`config.mk`:
```
export PLATFORM = sky130hd
export DESIGN_NAME = pipeline_stall_sequencer_flat
export DESIGN_NICKNAME = d
export VERILOG_FILES = /design/src/rtl/pipeline_stall_sequencer_if.sv /design/src/rtl/pipeline_stall_sequencer.sv /design/src/flat_wrapper.sv
export SDC_FILE = /design/constraint.sdc
export NUM_CORES = 1
export LEC_CHECK = 0
export CORE_ASPECT_RATIO = 0.5
export CORE_MARGIN = 2
export CORE_UTILIZATION = 41
export CTS_CLUSTER_DIAMETER = 100
export CTS_CLUSTER_SIZE = 30
export DETAILED_ROUTE_END_ITERATION = 8
export PLACE_DENSITY = 0.74
export SLEW_MARGIN = 25
export SYNTH_ARGS = -nofsm -noshare
export SYNTH_HDL_FRONTEND = slang
export SYNTH_SLANG_ARGS = --single-unit
```
`constraint.sdc`:
```
create_clock -name clk -period 4.38 [get_ports clk]
set_clock_uncertainty 0.2 [all_clocks]
set_input_delay 0.438 -clock clk [delete_from_list [all_inputs] [get_ports clk]]
set_output_delay 0.438 -clock clk [all_outputs]
set_load 0.01 [all_outputs]
```
`src/rtl/pipeline_stall_sequencer_if.sv`:
```
// Hazard-request and pipeline-control bundle of the stall sequencer.
// The slave side is the sequencer, the master side is the pipeline.
interface pipeline_stall_sequencer_if #(
    parameter int CNT_W = 16
);
    logic             lu_hazard;
    logic             br_ld_ex;
    logic             br_ld_mem;
    logic             br_taken;
    logic             mem_busy;
    logic             holdPC;
    logic             holdIF_ID;
    logic             muxSelector;
    logic             holdID_EX;
    logic             holdEX_MEM;
    logic             flushIF_ID;
    logic [CNT_W-1:0] stall_cycles;
    logic             mem_timeout;

    modport master (
        output lu_hazard, br_ld_ex, br_ld_mem, br_taken, mem_busy,
        input  holdPC, holdIF_ID, muxSelector, holdID_EX, holdEX_MEM,
        input  flushIF_ID, stall_cycles, mem_timeout
    );

    modport slave (
        input  lu_hazard, br_ld_ex, br_ld_mem, br_taken, mem_busy,
        output holdPC, holdIF_ID, muxSelector, holdID_EX, holdEX_MEM,
        output flushIF_ID, stall_cycles, mem_timeout
    );
endinterface

```
`src/rtl/pipeline_stall_sequencer.sv`:
```
// Stall/flush sequencer for the 5-stage pipeline.
// Mealy control outputs, stall counter and sticky memory-timeout flag.
module pipeline_stall_sequencer #(
    parameter int MEM_TIMEOUT = 64,
    parameter int CNT_W       = 16
) (
    input logic                       clk,
    input logic                       rst_n,
    pipeline_stall_sequencer_if.slave bus
);
    localparam int WC_W = $clog2(MEM_TIMEOUT + 1);
    localparam logic [WC_W-1:0] WC_MAX = WC_W'(MEM_TIMEOUT);

    typedef enum logic [1:0] {
        RUN      = 2'd0,
        BR_STALL = 2'd1,
        MEM_WAIT = 2'd2
    } state_t;

    state_t           state, state_nxt;
    state_t           resume, resume_nxt;
    state_t           eff;
    logic [WC_W-1:0]  wait_cnt, wait_nxt;
    logic [CNT_W-1:0] cnt;
    logic             timeout;

    logic hold_pc, hold_ifid, mux_sel, hold_idex, hold_exmem, flush_ifid;

    // Next-state and Mealy control decode; the wait state replays the
    // interrupted state once memory is ready.
    always_comb begin
        state_nxt  = state;
        resume_nxt = resume;
        wait_nxt   = wait_cnt;
        hold_pc    = 1'b0;
        hold_ifid  = 1'b0;
        mux_sel    = 1'b0;
        hold_idex  = 1'b0;
        hold_exmem = 1'b0;
        flush_ifid = 1'b0;
        eff        = (state == MEM_WAIT) ? resume : state;
        if (!rst_n) begin
            state_nxt = RUN;
        end else if (state == MEM_WAIT && bus.mem_busy) begin
            hold_pc    = 1'b1;
            hold_ifid  = 1'b1;
            hold_idex  = 1'b1;
            hold_exmem = 1'b1;
            if (wait_cnt != WC_MAX)
                wait_nxt = wait_cnt + WC_W'(1);
        end else begin
            if (state == MEM_WAIT)
                wait_nxt = '0;
            unique case (eff)
                RUN: begin
                    state_nxt = RUN;
                    if (bus.mem_busy) begin
                        hold_pc    = 1'b1;
                        hold_ifid  = 1'b1;
                        hold_idex  = 1'b1;
                        hold_exmem = 1'b1;
                        resume_nxt = RUN;
                        wait_nxt   = WC_W'(1);
                        state_nxt  = MEM_WAIT;
                    end else if (bus.br_ld_ex) begin
                        hold_pc   = 1'b1;
                        hold_ifid = 1'b1;
                        mux_sel   = 1'b1;
                        state_nxt = BR_STALL;
                    end else if (bus.lu_hazard || bus.br_ld_mem) begin
                        hold_pc   = 1'b1;
                        hold_ifid = 1'b1;
                        mux_sel   = 1'b1;
                    end else if (bus.br_taken) begin
                        flush_ifid = 1'b1;
                    end
                end
                BR_STALL: begin
                    if (bus.mem_busy) begin
                        hold_pc    = 1'b1;
                        hold_ifid  = 1'b1;
                        hold_idex  = 1'b1;
                        hold_exmem = 1'b1;
                        resume_nxt = BR_STALL;
                        wait_nxt   = WC_W'(1);
                        state_nxt  = MEM_WAIT;
                    end else begin
                        hold_pc   = 1'b1;
                        hold_ifid = 1'b1;
                        mux_sel   = 1'b1;
                        state_nxt = RUN;
                    end
                end
                default: begin
                    state_nxt = RUN;
                end
            endcase
        end
    end

    // State, resume target, wait counter, stall counter and timeout flag.
    always_ff @(posedge clk) begin
        if (!rst_n) begin
            state    <= RUN;
            resume   <= RUN;
            wait_cnt <= '0;
            cnt      <= '0;
            timeout  <= 1'b0;
        end else begin
            state    <= state_nxt;
            resume   <= resume_nxt;
            wait_cnt <= wait_nxt;
            if (hold_pc && cnt != '1)
                cnt <= cnt + CNT_W'(1);
            if (bus.mem_busy && wait_nxt == WC_MAX)
                timeout <= 1'b1;
        end
    end

    assign bus.holdPC       = hold_pc;
    assign bus.holdIF_ID    = hold_ifid;
    assign bus.muxSelector  = mux_sel;
    assign bus.holdID_EX    = hold_idex;
    assign bus.holdEX_MEM   = hold_exmem;
    assign bus.flushIF_ID   = flush_ifid;
    assign bus.stall_cycles = cnt;
    assign bus.mem_timeout  = timeout;
endmodule

```
`src/flat_wrapper.sv`:
```
// flat-port wrapper written by rule: the top's interface ports become plain ports
module pipeline_stall_sequencer_flat 
#(
    parameter int MEM_TIMEOUT = 64,
    parameter int CNT_W       = 16
)
  (clk, rst_n, bus_lu_hazard, bus_br_ld_ex, bus_br_ld_mem, bus_br_taken, bus_mem_busy, bus_holdPC, bus_holdIF_ID, bus_muxSelector, bus_holdID_EX, bus_holdEX_MEM, bus_flushIF_ID, bus_stall_cycles, bus_mem_timeout);
  pipeline_stall_sequencer_if #(.CNT_W(CNT_W)) bus_i ();
  input logic clk;
  input logic rst_n;
  input wire logic [$bits(bus_i.lu_hazard)-1:0] bus_lu_hazard;
  input wire logic [$bits(bus_i.br_ld_ex)-1:0] bus_br_ld_ex;
  input wire logic [$bits(bus_i.br_ld_mem)-1:0] bus_br_ld_mem;
  input wire logic [$bits(bus_i.br_taken)-1:0] bus_br_taken;
  input wire logic [$bits(bus_i.mem_busy)-1:0] bus_mem_busy;
  output wire logic [$bits(bus_i.holdPC)-1:0] bus_holdPC;
  output wire logic [$bits(bus_i.holdIF_ID)-1:0] bus_holdIF_ID;
  output wire logic [$bits(bus_i.muxSelector)-1:0] bus_muxSelector;
  output wire logic [$bits(bus_i.holdID_EX)-1:0] bus_holdID_EX;
  output wire logic [$bits(bus_i.holdEX_MEM)-1:0] bus_holdEX_MEM;
  output wire logic [$bits(bus_i.flushIF_ID)-1:0] bus_flushIF_ID;
  output wire logic [$bits(bus_i.stall_cycles)-1:0] bus_stall_cycles;
  output wire logic [$bits(bus_i.mem_timeout)-1:0] bus_mem_timeout;
  assign bus_i.lu_hazard = bus_lu_hazard;
  assign bus_i.br_ld_ex = bus_br_ld_ex;
  assign bus_i.br_ld_mem = bus_br_ld_mem;
  assign bus_i.br_taken = bus_br_taken;
  assign bus_i.mem_busy = bus_mem_busy;
  assign bus_holdPC = bus_i.holdPC;
  assign bus_holdIF_ID = bus_i.holdIF_ID;
  assign bus_muxSelector = bus_i.muxSelector;
  assign bus_holdID_EX = bus_i.holdID_EX;
  assign bus_holdEX_MEM = bus_i.holdEX_MEM;
  assign bus_flushIF_ID = bus_i.flushIF_ID;
  assign bus_stall_cycles = bus_i.stall_cycles;
  assign bus_mem_timeout = bus_i.mem_timeout;
  pipeline_stall_sequencer #(.MEM_TIMEOUT(MEM_TIMEOUT), .CNT_W(CNT_W)) u_core (.clk(clk), .rst_n(rst_n), .bus(bus_i));
endmodule
```
# ---- Yosys cells after proc, flatten, opt, wreduce, memory -nomap -nowiden
# Index checks and enable logic that the tools add are counted.
dict set report word_totals {
  reg_bits 28
  inputBits 7
  output_inout_bits 23
  elab_cells 59
}
dict set report op_classes {
  muxes 36
  bitwise 1
  eq_ne 7
  addsub 2
  reduce_logical 8
}
# op count
set ops {}
lappend ops {{$mux 7} 6}
lappend ops {{$mux 1} 21}
lappend ops {{$add 16x1->16 const B} 1}
lappend ops {{$ne 16x16->1 const B} 1}
lappend ops {{$mux 2} 5}
lappend ops {{$pmux 2 s2} 2}
lappend ops {{$add 7x1->7 const B} 1}
lappend ops {{$eq 7x7->1 const B} 1}
lappend ops {{$ne 7x7->1 const B} 1}
lappend ops {{$ne 2x2->1 const B} 2}
lappend ops {{$pmux 1 s2} 2}
lappend ops {{$reduce_and 4->1} 1}
lappend ops {{$logic_and 1x1->1} 3}
lappend ops {{$eq 2x1->1 const B} 1}
lappend ops {{$eq 2x2->1 const B} 1}
lappend ops {{$logic_not 2->1} 1}
lappend ops {{$reduce_bool 2->1} 1}
lappend ops {{$reduce_or 2->1} 1}
lappend ops {{$logic_or 1x1->1} 1}
lappend ops {{$not 1->1} 1}

# ---- Longest topological paths before layout
dict set report depth {
  word_depth 9
  mapped_depth 8
  ltp_nobuf 7
}

# ---- Worst setup path before layout
# OpenSTA, ideal clock, no wires.
dict set report synth_timing {
  path_type {input port to flip-flop}
  from {input bus_br_ld_ex}
  to {register u_core.cnt[1] (netlist: u_core.bus.stall_cycles[1])}
  path_stages 7
  t_arrival_ns 1.687
  required_time_ns 4.052
  setup_ns 0.128
  path_slack_ns 2.366
  path_cell_list {or3_4 > o31a_4 > o31ai_4 > buf_8 > buf_12 > mux2i_1 > nor2_1}
}
dict set report synth_via {
  elab_chain_cells 6
}
# element line
set synth_lines {}
lappend synth_lines {{start, declared} flat_wrapper.sv:12} ;# input wire logic [$bits(bus_i.br_ld_ex)-1:0] bus_br_ld_ex;
lappend synth_lines {{$mux 1 (2 in series)} -}
lappend synth_lines {{$pmux 1 s2} -}
lappend synth_lines {{$mux 1 (2 in series)} -}
lappend synth_lines {{named net bus_holdIF_ID} flat_wrapper.sv:17} ;# output wire logic [$bits(bus_i.holdIF_ID)-1:0] bus_holdIF_ID;
lappend synth_lines {{$logic_and 1x1->1} pipeline_stall_sequencer.sv:113} ;# if (hold_pc && cnt != '1)
lappend synth_lines {{end signal, assigned} pipeline_stall_sequencer.sv:114} ;# cnt <= cnt + CNT_W'(1);
lappend synth_lines {{end, declared} pipeline_stall_sequencer.sv:24} ;# logic [CNT_W-1:0] cnt;
# The timed path passes the listed nets, and every way through them passes these cells.
# A chain may end at the register's enable or synchronous reset.

# ---- Final worst setup path
dict set report layout_timing {
  from {input rst_n}
  to {output bus_muxSelector}
}
dict set report layout_via {
  elab_chain_cells 1
}
# element line
set layout_lines {}
lappend layout_lines {{start, declared} flat_wrapper.sv:10} ;# input logic rst_n;
lappend layout_lines {{$mux 1} pipeline_stall_sequencer.sv:42} ;# if (!rst_n) begin
lappend layout_lines {{end, declared} flat_wrapper.sv:18} ;# output wire logic [$bits(bus_i.muxSelector)-1:0] bus_muxSelector;
# No other way between the ends.

==> out/qor.yml <==
r2r_cells: 5
via_count: 1460
antenna_found_initial: 0
ys_seq_area_share_pct: 34.6
h-tree-depth: 1
synth.area.top_cells: "dfxtp_1 (35%), nand2_1 (3.8%), nand3_1 (3.2%)"
worst_pin_slew_ns: 0.815
synth.top_cell.area_share_pct: 34.6
cts_buffer_depth: 2
antenna_left: 0
p_sw_uw: 116
area_delta_synth_final_pct: 21.0
slew_headroom_pct: 45.7
viasPerCell: 5.82
first_pass_iters: 4
min_path_cells: 2
maxCapViolations: 0
yosys_warnings: 0
boundaryPins: 30
die_x_um: 91.3
multi_input_area_um2: 907
diodes: 0
synth_top_cell_by_area: "dfxtp_1"
final-seq-area_um2: 541
syn-cell-area_mm2: 0.00156
pwr-share-seq_pct: 56.3
r2r-start: "u_core.bus.stall_cycles[3]"
async_flop_share_pct: 0
period_share_pct: 71.0
grt_overflow: 0
gp_congestion: 0.795
clock-sinks: 27
rrSetupSlack_ns: 2.13
synth-edff-count: 0
hold_viol_final: 0
drv_slew: 0
cts_tree: "built"
status: "finished clean"
finalNetCount: 211
die_y_um: 47.7
cts_hold_buffers: 0
r2r-end: "u_core.bus.stall_cycles[1]"
syn-num-nets: 187
path_class: "input pin to output port"
dp_hpwl_mm: 2.41
port_buffers: 29
rsz0062_at_grt: "no"
post_cts_resized: 0
final.fill_count: 315
ctsRootBufferMaster: "clkbuf_8"
grt_pass1_vias: 1161
start_util_pct: 44.1
clk_pin_slew_ns: 0.10
combPwrFrac_pct: 12.2
post-place-ws_ns: 1.28
rows: 15
cp_max_fo: 21
total_power_uw: 458
synth_cells: 177
synth_seq_cells: 27
design.core.area_mm2: 0.00355
drive_above_1_share_pct: 7.00
period_needed_ns: 3.11
required_ns: 3.74
dpl_cell_area_mm2: 0.00184
post_cts_buffers: 0
wl_per_cell_um: 13.3
finalWirelength_mm: 3.35
design_area_mm2: 0.00189
synth.distinct_cells: 54
hold_path_end: "u_core.bus.mem_timeout"
grt_pass1_wl_mm: 5.13
crit_path_end_kind: "output port"
route.detailed.drc: 0
drt_iter0_drc: 59
grt_usage_pct: 14.7
ir_drop_mv: 0.142
p_clk_share_pct: 31.5
numCtsBuffers: 3
worst_hold_path_type: "flop to flop"
hp-start: "u_core.bus.mem_timeout"
syn_area_per_cell_um2: 8.84
p_int_uw: 341
synth_ff_type: "dfxtp_1"
insertion_delay_ns: 0.27
powerDensity_mw_per_mm2: 242
setup_viol: 0
grt_max_degree: 23
timing.hold.ws_ns: 0.274
setup_slack_ns: 1.27
finalSetupTns_ns: 0
p_sw_share_pct: 25.4
arrival_ns: 2.47
leakage_uw: 0.000654
dieArea_mm2: 0.00435
max_clock_freq_mhz: 321
worstSetupStartpointType: "input pin"
cells by family after synthesis:
group	after synthesis	synth area share, %
buffers and inverters	20	7.44
xor gates and xnor gates	4	2.24
DFF	27	34.6
adders and majority gates	3	2.40
muxes	4	2.56
AOI/OAI and AO/OA	43	22.6
and+or+nand+nor	76	28.2
through the flow:
step	utilization (%)	std cells
2_1_floorplan	-	177
3_3_place_gp	52.0	247
3_5_place_dp	52.0	247
4_1_cts	53.3	251
5_1_grt	53.3	251
6_report	53.3	251
synth_stat cells (all sizes together), types with 3 or more instances:
master	n
a21oi	5
o31ai	8
nand4	5
mux2i	4
buf	7
xnor2	3
nor2	12
inv	9
nand3	10
ha	3
o41ai	3
o211a	3
o311ai	4
nor4	5
and2	3
or4	3
nand2	16
nor3	3
nand2b	3
clkbuf	4
dfxtp	27
o211ai	5
o21ai	4
placed cells by master, fill, tap and decap left out, drive strengths merged, types with 2 or more instances in the layout:
cell type      Yosys  routed
and3               2       2
clkbuf             4       3
nor2b              2       2
nand4              5       5
o31ai              8       8
o211a              3       3
and4               2       2
or3                2       2
o41ai              3       3
and2               3       3
dfxtp             27      27
o211ai             5       5
nor4b              2       2
nand2b             3       3
inv                9       9
nor4               5       5
nor3b              2       2
o311ai             4       4
o31a               2       2
mux2i              4       4
nor3               3       3
o21ai              4       4
a211oi             2       2
nand2             16      16
or4                3       3
a21oi              5       5
clkdlybuf4s50      0      29
a2111oi            2       2
nand3             10      10
xnor2              3       3
ha                 3       3
nor2              12      12
layout make-up:
cell class	count	area share (%)
multi-input combinational	130	47.9
sequential	27	28.6
timing repair buffer	30	15.7
tap	51	3.37
clock buffer	3	2.18
inverter	9	1.79
clock inverter	1	0.397
registers in the layout, summed over array words and instances, names as in the netlist:
name                     flops
u_core.state                 2
u_core.bus.stall_cycles     16
u_core.wait_cnt              7
u_core.resume                1
u_core.bus.mem_timeout       1
layer usage:
metal | up-vias | wire (um) | track usage, %
li1 | 713 | - | -
met1 | 713 | 1590 | 18.3
met2 | 34 | 1610 | 28.0
met3 | 0 | 145 | 2.99
met5 | - | 0 | 0
met4 | 0 | 0 | 3.03
critical path, stage by stage:
cell and delay [ns]:
clkdlybuf4s50_1 0.45, buf_4 0.24, inv_1 0.29, a2111oi_0 0.43, clkdlybuf4s50_1 0.61
worst max path at each step:
stage,from,cells past startpoint,slack [ns],to
after detailed placement,rst_n,5,1.28,bus_muxSelector
after CTS,rst_n,5,1.28,bus_muxSelector
final,rst_n,5,1.27,bus_muxSelector
after global routing,rst_n,5,1.15,bus_muxSelector
after global placement,rst_n,5,1.34,bus_muxSelector
after floorplan,bus_br_ld_ex,7,2.37,u_core.bus.stall_cycles[1]
power groups by stage:
stage | clock network [uW] | registers (uW) | logic [uW]
floorplan | 0 | 262 | 39.5
global placement | 0 | 263 | 54.3
CTS | 151 | 258 | 56.0
finish | 144 | 258 | 55.9
global route | 158 | 259 | 61.0
detailed placement | 0 | 263 | 55.8
Note: power is estimated with default switching activity, not from simulation.
